`src/rtl/uart_tx_fifo.sv`:
```
// UART transmitter with a small write FIFO in front of it.
// 8N1 framing, every bit held for BAUD_DIV clocks, back-to-back frames when
// bytes are queued.
//
// state | meaning
// IDLE  | line high, waiting for a queued byte
// START | driving the start bit (0)
// DATA  | shifting out data bits, LSB first
// STOP  | driving the stop bit (1), then next byte or IDLE
module uart_tx_fifo #(
  parameter int CLK_FREQ   = 50000000,
  parameter int BAUD       = 9600,
  parameter int DEPTH_LOG2 = 2
) (
  input  logic       clk,
  input  logic       rst,
  input  logic [7:0] tx_data,
  input  logic       tx_wr,
  output logic       tx_full,
  output logic       tx_ovf,
  output logic       tx_busy,
  output logic       rs232_tx
);

  localparam int BAUD_DIV = CLK_FREQ / BAUD;
  localparam int DEPTH    = 1 << DEPTH_LOG2;
  localparam int CW       = $clog2(BAUD_DIV);
  localparam logic [CW-1:0]         BAUD_LAST = CW'(BAUD_DIV - 1);
  localparam logic [DEPTH_LOG2:0]   FULL_CNT  = (DEPTH_LOG2 + 1)'(DEPTH);

  typedef enum logic [1:0] {IDLE, START, DATA, STOP} state_t;

  logic [7:0]            mem [DEPTH];
  logic [DEPTH_LOG2-1:0] wr_ptr, rd_ptr;
  logic [DEPTH_LOG2:0]   count;
  state_t                state, state_nxt;
  logic [CW-1:0]         baud_cnt;
  logic [2:0]            bit_idx, bit_idx_nxt;
  logic [7:0]            shift, shift_nxt;
  logic                  tx_nxt;
  logic                  pop, push, baud_done, fifo_empty;

  assign tx_full    = (count == FULL_CNT);
  assign fifo_empty = (count == '0);
  // A full FIFO drops the write even if a pop frees a slot on the same edge.
  assign push       = tx_wr && !tx_full;
  assign baud_done  = (baud_cnt == BAUD_LAST);
  assign tx_busy    = (state != IDLE) || !fifo_empty;

  // FIFO storage; contents need no reset since occupancy gates every read.
  always_ff @(posedge clk) begin
    if (push) mem[wr_ptr] <= tx_data;
  end

  // FIFO pointers, occupancy and the overflow pulse.
  always_ff @(posedge clk) begin
    if (rst) begin
      wr_ptr <= '0;
      rd_ptr <= '0;
      count  <= '0;
      tx_ovf <= 1'b0;
    end else begin
      if (push) wr_ptr <= wr_ptr + 1'b1;
      if (pop)  rd_ptr <= rd_ptr + 1'b1;
      case ({push, pop})
        2'b10:   count <= count + 1'b1;
        2'b01:   count <= count - 1'b1;
        default: count <= count;
      endcase
      tx_ovf <= tx_wr && tx_full;
    end
  end

  // Transmitter state, baud timer, shift register and registered line.
  always_ff @(posedge clk) begin
    if (rst) begin
      state    <= IDLE;
      baud_cnt <= '0;
      bit_idx  <= '0;
      shift    <= '0;
      rs232_tx <= 1'b1;
    end else begin
      state    <= state_nxt;
      // Every non-IDLE transition happens on baud_done, so wrapping here
      // also reloads the timer at each state change.
      baud_cnt <= (state == IDLE || baud_done) ? '0 : baud_cnt + 1'b1;
      bit_idx  <= bit_idx_nxt;
      shift    <= shift_nxt;
      rs232_tx <= tx_nxt;
    end
  end

  // Next-state, FIFO pop and next line value.
  always_comb begin
    state_nxt   = state;
    bit_idx_nxt = bit_idx;
    shift_nxt   = shift;
    tx_nxt      = rs232_tx;
    pop         = 1'b0;
    case (state)
      IDLE: begin
        tx_nxt = 1'b1;
        if (!fifo_empty) begin
          pop       = 1'b1;
          shift_nxt = mem[rd_ptr];
          state_nxt = START;
          tx_nxt    = 1'b0;
        end
      end
      START: begin
        if (baud_done) begin
          state_nxt   = DATA;
          bit_idx_nxt = '0;
          tx_nxt      = shift[0];
        end
      end
      DATA: begin
        if (baud_done) begin
          if (bit_idx == 3'd7) begin
            state_nxt = STOP;
            tx_nxt    = 1'b1;
          end else begin
            shift_nxt   = {1'b0, shift[7:1]};
            bit_idx_nxt = bit_idx + 1'b1;
            tx_nxt      = shift[1];
          end
        end
      end
      STOP: begin
        if (baud_done) begin
          if (!fifo_empty) begin
            pop       = 1'b1;
            shift_nxt = mem[rd_ptr];
            state_nxt = START;
            tx_nxt    = 1'b0;
          end else begin
            state_nxt = IDLE;
            tx_nxt    = 1'b1;
          end
        end
      end
      default: begin
        state_nxt = IDLE;
        tx_nxt    = 1'b1;
      end
    endcase
  end

endmodule

```
`config.mk`:
```
export PLATFORM = sky130hd
export DESIGN_NAME = uart_tx_fifo
export DESIGN_NICKNAME = d
export VERILOG_FILES = /design/src/rtl/uart_tx_fifo.sv
export SDC_FILE = /design/constraint.sdc
export NUM_CORES = 1
export LEC_CHECK = 0
export BUFFER_PORTS_ARGS = -buffer_cell sky130_fd_sc_hd__buf_4
export CAP_MARGIN = 40
export CORE_AREA = 2 2 75 77
export DETAILED_ROUTE_END_ITERATION = 12
export DIE_AREA = 0 0 77 79
export GPL_TIMING_DRIVEN = 0
export PLACE_DENSITY_LB_ADDON = 0.25
export SLEW_MARGIN = 20
export SYNTH_ARGS = -nofsm -noshare
export SYNTH_HDL_FRONTEND = slang
export SYNTH_SLANG_ARGS = --single-unit
```
`constraint.sdc`:
```
create_clock -name clk -period 4.44 [get_ports clk]
set_input_delay 0.444 -clock clk [delete_from_list [all_inputs] [get_ports clk]]
set_output_delay 0.444 -clock clk [all_outputs]
set_load 0.005 [all_outputs]
```
; ---- After elaboration in Yosys (flattened, before gate mapping)
; Memory sizes are Yosys's and may differ from the RTL's. A register that Yosys moved wholly into a read port is not among the register bits.
; Cells that the tools add are included.
[op_classes]
addsub = 6
eq_ne = 14
n_mux = 30
reduce_logical = 17
[op_table]
columns = op, count
row1 = 8-bit two-way mux, 4
row2 = 8-bit one-hot mux with 3 select lines, 1
row3 = 2-bit two-way mux, 7
row4 = 13-bit by 1-bit adder with 13-bit output (second input constant), 1
row5 = 13-bit equality test (second input constant), 1
row6 = 2-bit inequality test (second input constant), 6
row7 = 3-bit one-hot mux with 2 select lines, 2
row8 = 1-bit two-way mux, 10
row9 = 3-bit two-way mux, 3
row10 = 2-bit one-hot mux with 4 select lines, 1
row11 = 4-bit AND reduction, 2
row12 = 3-bit by 1-bit adder with 3-bit output (second input constant), 2
row13 = 2-bit equality test (second input constant), 3
row14 = 3-bit equality test (second input constant), 2
row15 = 2-bit nonzero test, 3
row16 = 5-bit AND reduction, 1
row17 = 2-bit by 1-bit adder with 2-bit output (second input constant), 2
row18 = 2-bit by 1-bit equality test with 1-bit output (second input constant), 2
row19 = 1-bit one-hot mux with 4 select lines, 1
row20 = 3-bit zero test, 1
row21 = 3-bit AND reduction, 1
row22 = 3-bit nonzero test, 1
row23 = 3-bit by 1-bit subtractor with 3-bit output (second input constant), 1
row24 = 1-bit logical AND, 2
row25 = other kinds (5), 7
[word_totals]
register_bits = 35
mem_bits_rw = 32
in_bits = 11
output_inout_bits = 4
elab_cells = 77
memories = 1
[mem_list]
columns = memory, words, width, rd, rd_clocked_by_memory_dff, write_ports, line_no
row1 = mem, 4, 8, 1, 1, 1, 33  ; logic [7:0] mem [DEPTH];

; ---- Longest topological paths before layout
[depth]
word_depth = 6
ltp_mapped = 10
mapped_depth_nobuf = 10

; ---- Least setup slack after synthesis
; OpenSTA, ideal clock, no wires.
[synth_timing]
kind = flip-flop to flip-flop
start = register baud_cnt[9]
end = register count[2]
setup_time_ns = 0.070
t_arrival_ns = 2.264
path_slack_ns = 2.106
path_stages_with_launch = 9
path_buffers = 0
period_less_slack_ns = 2.334
cell_sequence = dfxtp_1 or4b_4 o41a_1 nor2_1 ha_1 fa_1 xnor2_1 or3_1 a21oi_1
[synth_via]
elab_chain_cells = 5
elab_cells_between_ends = 7
[synth_rtl]
columns = item, line_no
row1 = "start, declared", 37  ; logic [CW-1:0] baud_cnt;
row2 = "start signal, assigned", 86  ; baud_cnt <= (state == IDLE || baud_done) ? '0 : baud_cnt + 1'b1;
row3 = 13-bit equality test *, 47  ; assign baud_done = (baud_cnt == BAUD_LAST);
row4 = 1-bit two-way mux *, 130  ; if (baud_done) begin
row5 = 1-bit one-hot mux with 2 select lines *, 100  ; case (state)
row6 = 2-bit by 1-bit equality test with 1-bit output / 2-bit equality test (equally long branches), 65  ; case ({push, pop})
row7 = 3-bit one-hot mux with 2 select lines / 2-bit nonzero test (equally long branches), -
row8 = "end signal, assigned", 66  ; 2'b10: count <= count + 1'b1;
row9 = "end signal, assigned", 67  ; 2'b01: count <= count - 1'b1;
row10 = "end signal, assigned", 68  ; default: count <= count;
row11 = "end, declared", 35  ; logic [DEPTH_LOG2:0] count;
; Every way passes the cells marked *; elsewhere a longest branch is shown, timed or not.
; A chain may end at the register's enable or synchronous reset.

; ---- Worst setup path after layout
; Ends and elaborated chain as after synthesis.

==> results.py <==
metrics = {
    "status": {
        "status": "complete, no violations",
    },
    "final_layout": {
        "final_cell_mix": "dfxtp_1, edfxtp_1, nand2_1",
        "syn_to_final_growth_pct": 12.63,
        "nets": 310,
        "post-route-util_pct": 64.58,
        "layoutNonFillerInstCount": 362,
        "n_antenna_cell": 0,
        "mostFrequentLayoutCell": "dfxtp_1",
        "drive_gt1_share_pct": 17.59,
    },
    "placed_design": {
        "dpl.cell_count": 346,
        "gp_congestion": 0.8145,
        "port_buffers": 13,
        "dpl.hpwl_um": 3626,
    },
    "clock_network": {
        "clk_latency_ps": 340,
        "cts_root_buf": "clkbuf_8",
        "cts_post_setup_buffers_inserted": 0,
        "h-tree-depth": 3,
        "cts_made_buffers": 9,
        "post_cts_resized": 0,
        "cts_tree": "yes",
        "clkTransAtPathRegs_ps": 80,
        "cts-hold-fix-buffers": 0,
        "cts_sinks": 69,
        "cts.path.max_buffers": 2,
    },
    "detailed_routing": {
        "num_vias": 1959,
        "ant_nets": 0,
        "remaining_drc_errors": 0,
        "drt-initial-drc-count": 109,
        "drt_pre_antenna_iters": 5,
        "wl_um": 5131,
        "avgViaCountPerCell": 5.412,
        "wire_per_inst_um": 14.17,
    },
    "worst_setup_path": {
        "cp_top_family": "simple AND/OR/NAND/NOR gates",
        "critPathKind": "reg2reg",
        "setup.worst_path.end_class": "flop",
        "timing.rr.start": "baud_cnt[9]",
        "crit_path_max_incr_delay_ps": 560,
        "cp_num_cells": 8,
        "arrival_ps": 2790,
        "startpoint_type": "flop",
        "critical_path.cell_chain": "or4b_4 > o41a_1 > nor2_1 > ha_1 > fa_1 > xnor2_1 > or3_1 > a21oi_1",
        "r2r_cells": 8,
        "critPathBufInv": 0,
        "cp_max_fo": 5,
        "cp_slowest_cell": "or4b_4",
        "worst_r2r_endpoint": "count[2]",
        "critPathRequiredTime_ps": 4710,
        "rrSetupSlack_ps": 1920,
    },
    "yosys": {
        "syn_inst": 261,
        "synth_area_per_cell_um2": 11.73,
        "syn_area_um2": 3060,
        "ys_ff_latch": 69,
        "synth_cell_types": 39,
        "ys_seq_area_share_pct": 55.60,
        "ys_warn_count": 0,
        "syn_nets": 286,
    },
    "floorplan": {
        "core_area_um2": 5338,
        "fp.dieH_um": 79,
        "start_util_pct": 57.34,
        "ios": 15,
        "die-area_um2": 6083,
        "die_x_um": 77,
        "rows": 27,
    },
    "global_routing": {
        "gr-total-overflow": 0,
        "grt_max_degree": 14,
        "antenna_found_initial": 0,
        "grt_pass1_wl_um": 9121,
        "grt_pass1_vias": 1993,
        "grt_util_all_layers_pct": 19.74,
    },
    "min_path": {
        "min_to": "mem[2][5]",
        "min_delay_path_depth": 1,
        "hold_class": "in2reg",
        "min_from": "tx_data[5]",
    },
    "pwr": {
        "power_density_nw_per_um2": 581.6,
        "p_seq_share_pct": 40.7,
        "p_sw_share_pct": 32.56,
        "power.net_switching_mw": 0.6527,
        "peakVddDrop_mv": 0.4304,
        "internal_power_mw": 1.352,
        "leakagePower_nw": 1.262,
        "combPwrFrac_pct": 34.1,
        "p_clk_share_pct": 25.2,
    },
    "timing": {
        "timing.fmax_mhz": 397.6,
        "rsz0062_at_grt": "false",
        "maxSlewHeadroom_pct": 56.93,
        "finalCritPeriodShare_pct": 56.65,
        "slew_violations": 0,
        "setup-violations-final": 0,
        "setup_tns_ps": 0,
        "tightest_slew_ps": 646.1,
        "hold_ws_ps": 295.5,
        "period_needed_ps": 2515,
        "finClkSkew_ps": 7.157,
        "hold_viol_final": 0,
    },
    "run": {
        "drv_cap": 0,
    },
}
[synthesized netlist by cell type]
cell type | n | area (um2)
nand2_1 | 28 | 105.1
or2_2 | 1 | 6.260
nor2_1 | 20 | 75.07
and2_1 | 2 | 12.51
mux4_2 | 8 | 180.2
or4b_4 | 1 | 13.76
o221ai_2 | 1 | 15.01
nand2b_1 | 1 | 6.260
or3_1 | 6 | 37.54
o211ai_1 | 1 | 7.510
clkbuf_1 | 9 | 33.78
dfxtp_1 | 37 | 740.7
edfxtp_1 | 32 | 960.9
fa_1 | 1 | 20.02
nand3_1 | 9 | 45.04
o221a_2 | 1 | 11.26
o41a_1 | 1 | 11.26
o311ai_0 | 1 | 8.760
o31ai_1 | 1 | 7.510
nor2b_1 | 7 | 43.79
mux2i_1 | 6 | 60.06
or4_1 | 1 | 7.510
nor4_1 | 2 | 12.51
inv_1 | 12 | 45.04
clkinv_1 | 1 | 3.750
nor3_1 | 2 | 10.01
xnor2_1 | 7 | 61.31
o21ai_0 | 3 | 15.01
nand4_1 | 4 | 25.02
xor2_1 | 6 | 52.55
mux2_2 | 8 | 90.09
or3b_2 | 1 | 8.760
nor3_2 | 1 | 10.01
nand4bb_1 | 1 | 11.26
o211a_1 | 1 | 10.01
nand4b_1 | 1 | 8.760
and3_1 | 7 | 43.79
a21oi_1 | 16 | 80.08
ha_1 | 13 | 162.7
[state kept, by name, summed over array words and instances, names as in the netlist, named ones only]
name and count:
rd_ptr 2, shift 8, tx_ovf 1, bit_idx 3, mem 32, state 2
rs232_tx 1, wr_ptr 2, baud_cnt 13, count 3
[worst max path at each step]
stage / startpoint / end / slack [ps]
after detailed placement: baud_cnt[8] / count[2] / 1950
after floorplan: baud_cnt[9] / count[2] / 2110
after global routing: state[0] / count[2] / 1780
after CTS: baud_cnt[9] / count[2] / 1920
after global placement: baud_cnt[9] / count[2] / 1970
final: baud_cnt[9] / count[2] / 1920
[area by class of cell]
| class | instances | area, um2 |
|---|---|---|
| Buffer | 9 | 33.78 |
| Clock buffer | 9 | 123.9 |
| Clock inverter | 7 | 75.07 |
| Fill cell | 441 | 1891 |
| Inverter | 13 | 48.80 |
| Multi-Input combinational cell | 170 | 1276 |
| Sequential cell | 69 | 1702 |
| Tap cell | 72 | 90.09 |
| Timing Repair Buffer | 13 | 97.59 |
[kinds of logic (layout without fill, tap and decap cells)]
logic type | after synthesis | in the layout | synth area share [%]
AOI/OAI and AO/OA | 26 | 26 | 5.437
buffers and inverters | 22 | 51 | 2.698
DFF | 69 | 69 | 55.60
adders and majority gates | 14 | 14 | 5.969
xor gates and xnor gates | 13 | 13 | 3.720
muxes | 22 | 22 | 10.79
and+or+nand+nor | 95 | 95 | 15.78
[metal layers]
metal	vias to the layer above	share of wire [%]	track usage (%)
met2	38	48	32.28
met1	928	47	24.68
met5	-	0	0
met3	8	3.5	5.455
li1	985	-	-
met4	0	1.6	8.929
[per-stage QoR]
| step | power, mW | instance area [um2] | setup WS (ps) |
|---|---|---|---|
| 6_report | 2.005 | 3447 | 1925 |
| 4_1_cts | 2.023 | 3447 | 1919 |
| 3_3_place_gp | 1.492 | 3248 | 1973 |
| 5_1_grt | 2.139 | 3447 | 1777 |
| 3_5_place_dp | 1.515 | 3248 | 1946 |
| 2_1_floorplan | 1.346 | 3060 | 2106 |
[power groups by stage]
stage	registers, mW	clock network (mW)	logic, mW
after floorplan	0.818	0	0.528
after global placement	0.826	0	0.666
after detailed placement	0.831	0	0.683
after CTS	0.817	0.516	0.690
after global routing	0.828	0.546	0.765
final	0.816	0.506	0.683
(Power assumes the default switching activity.)
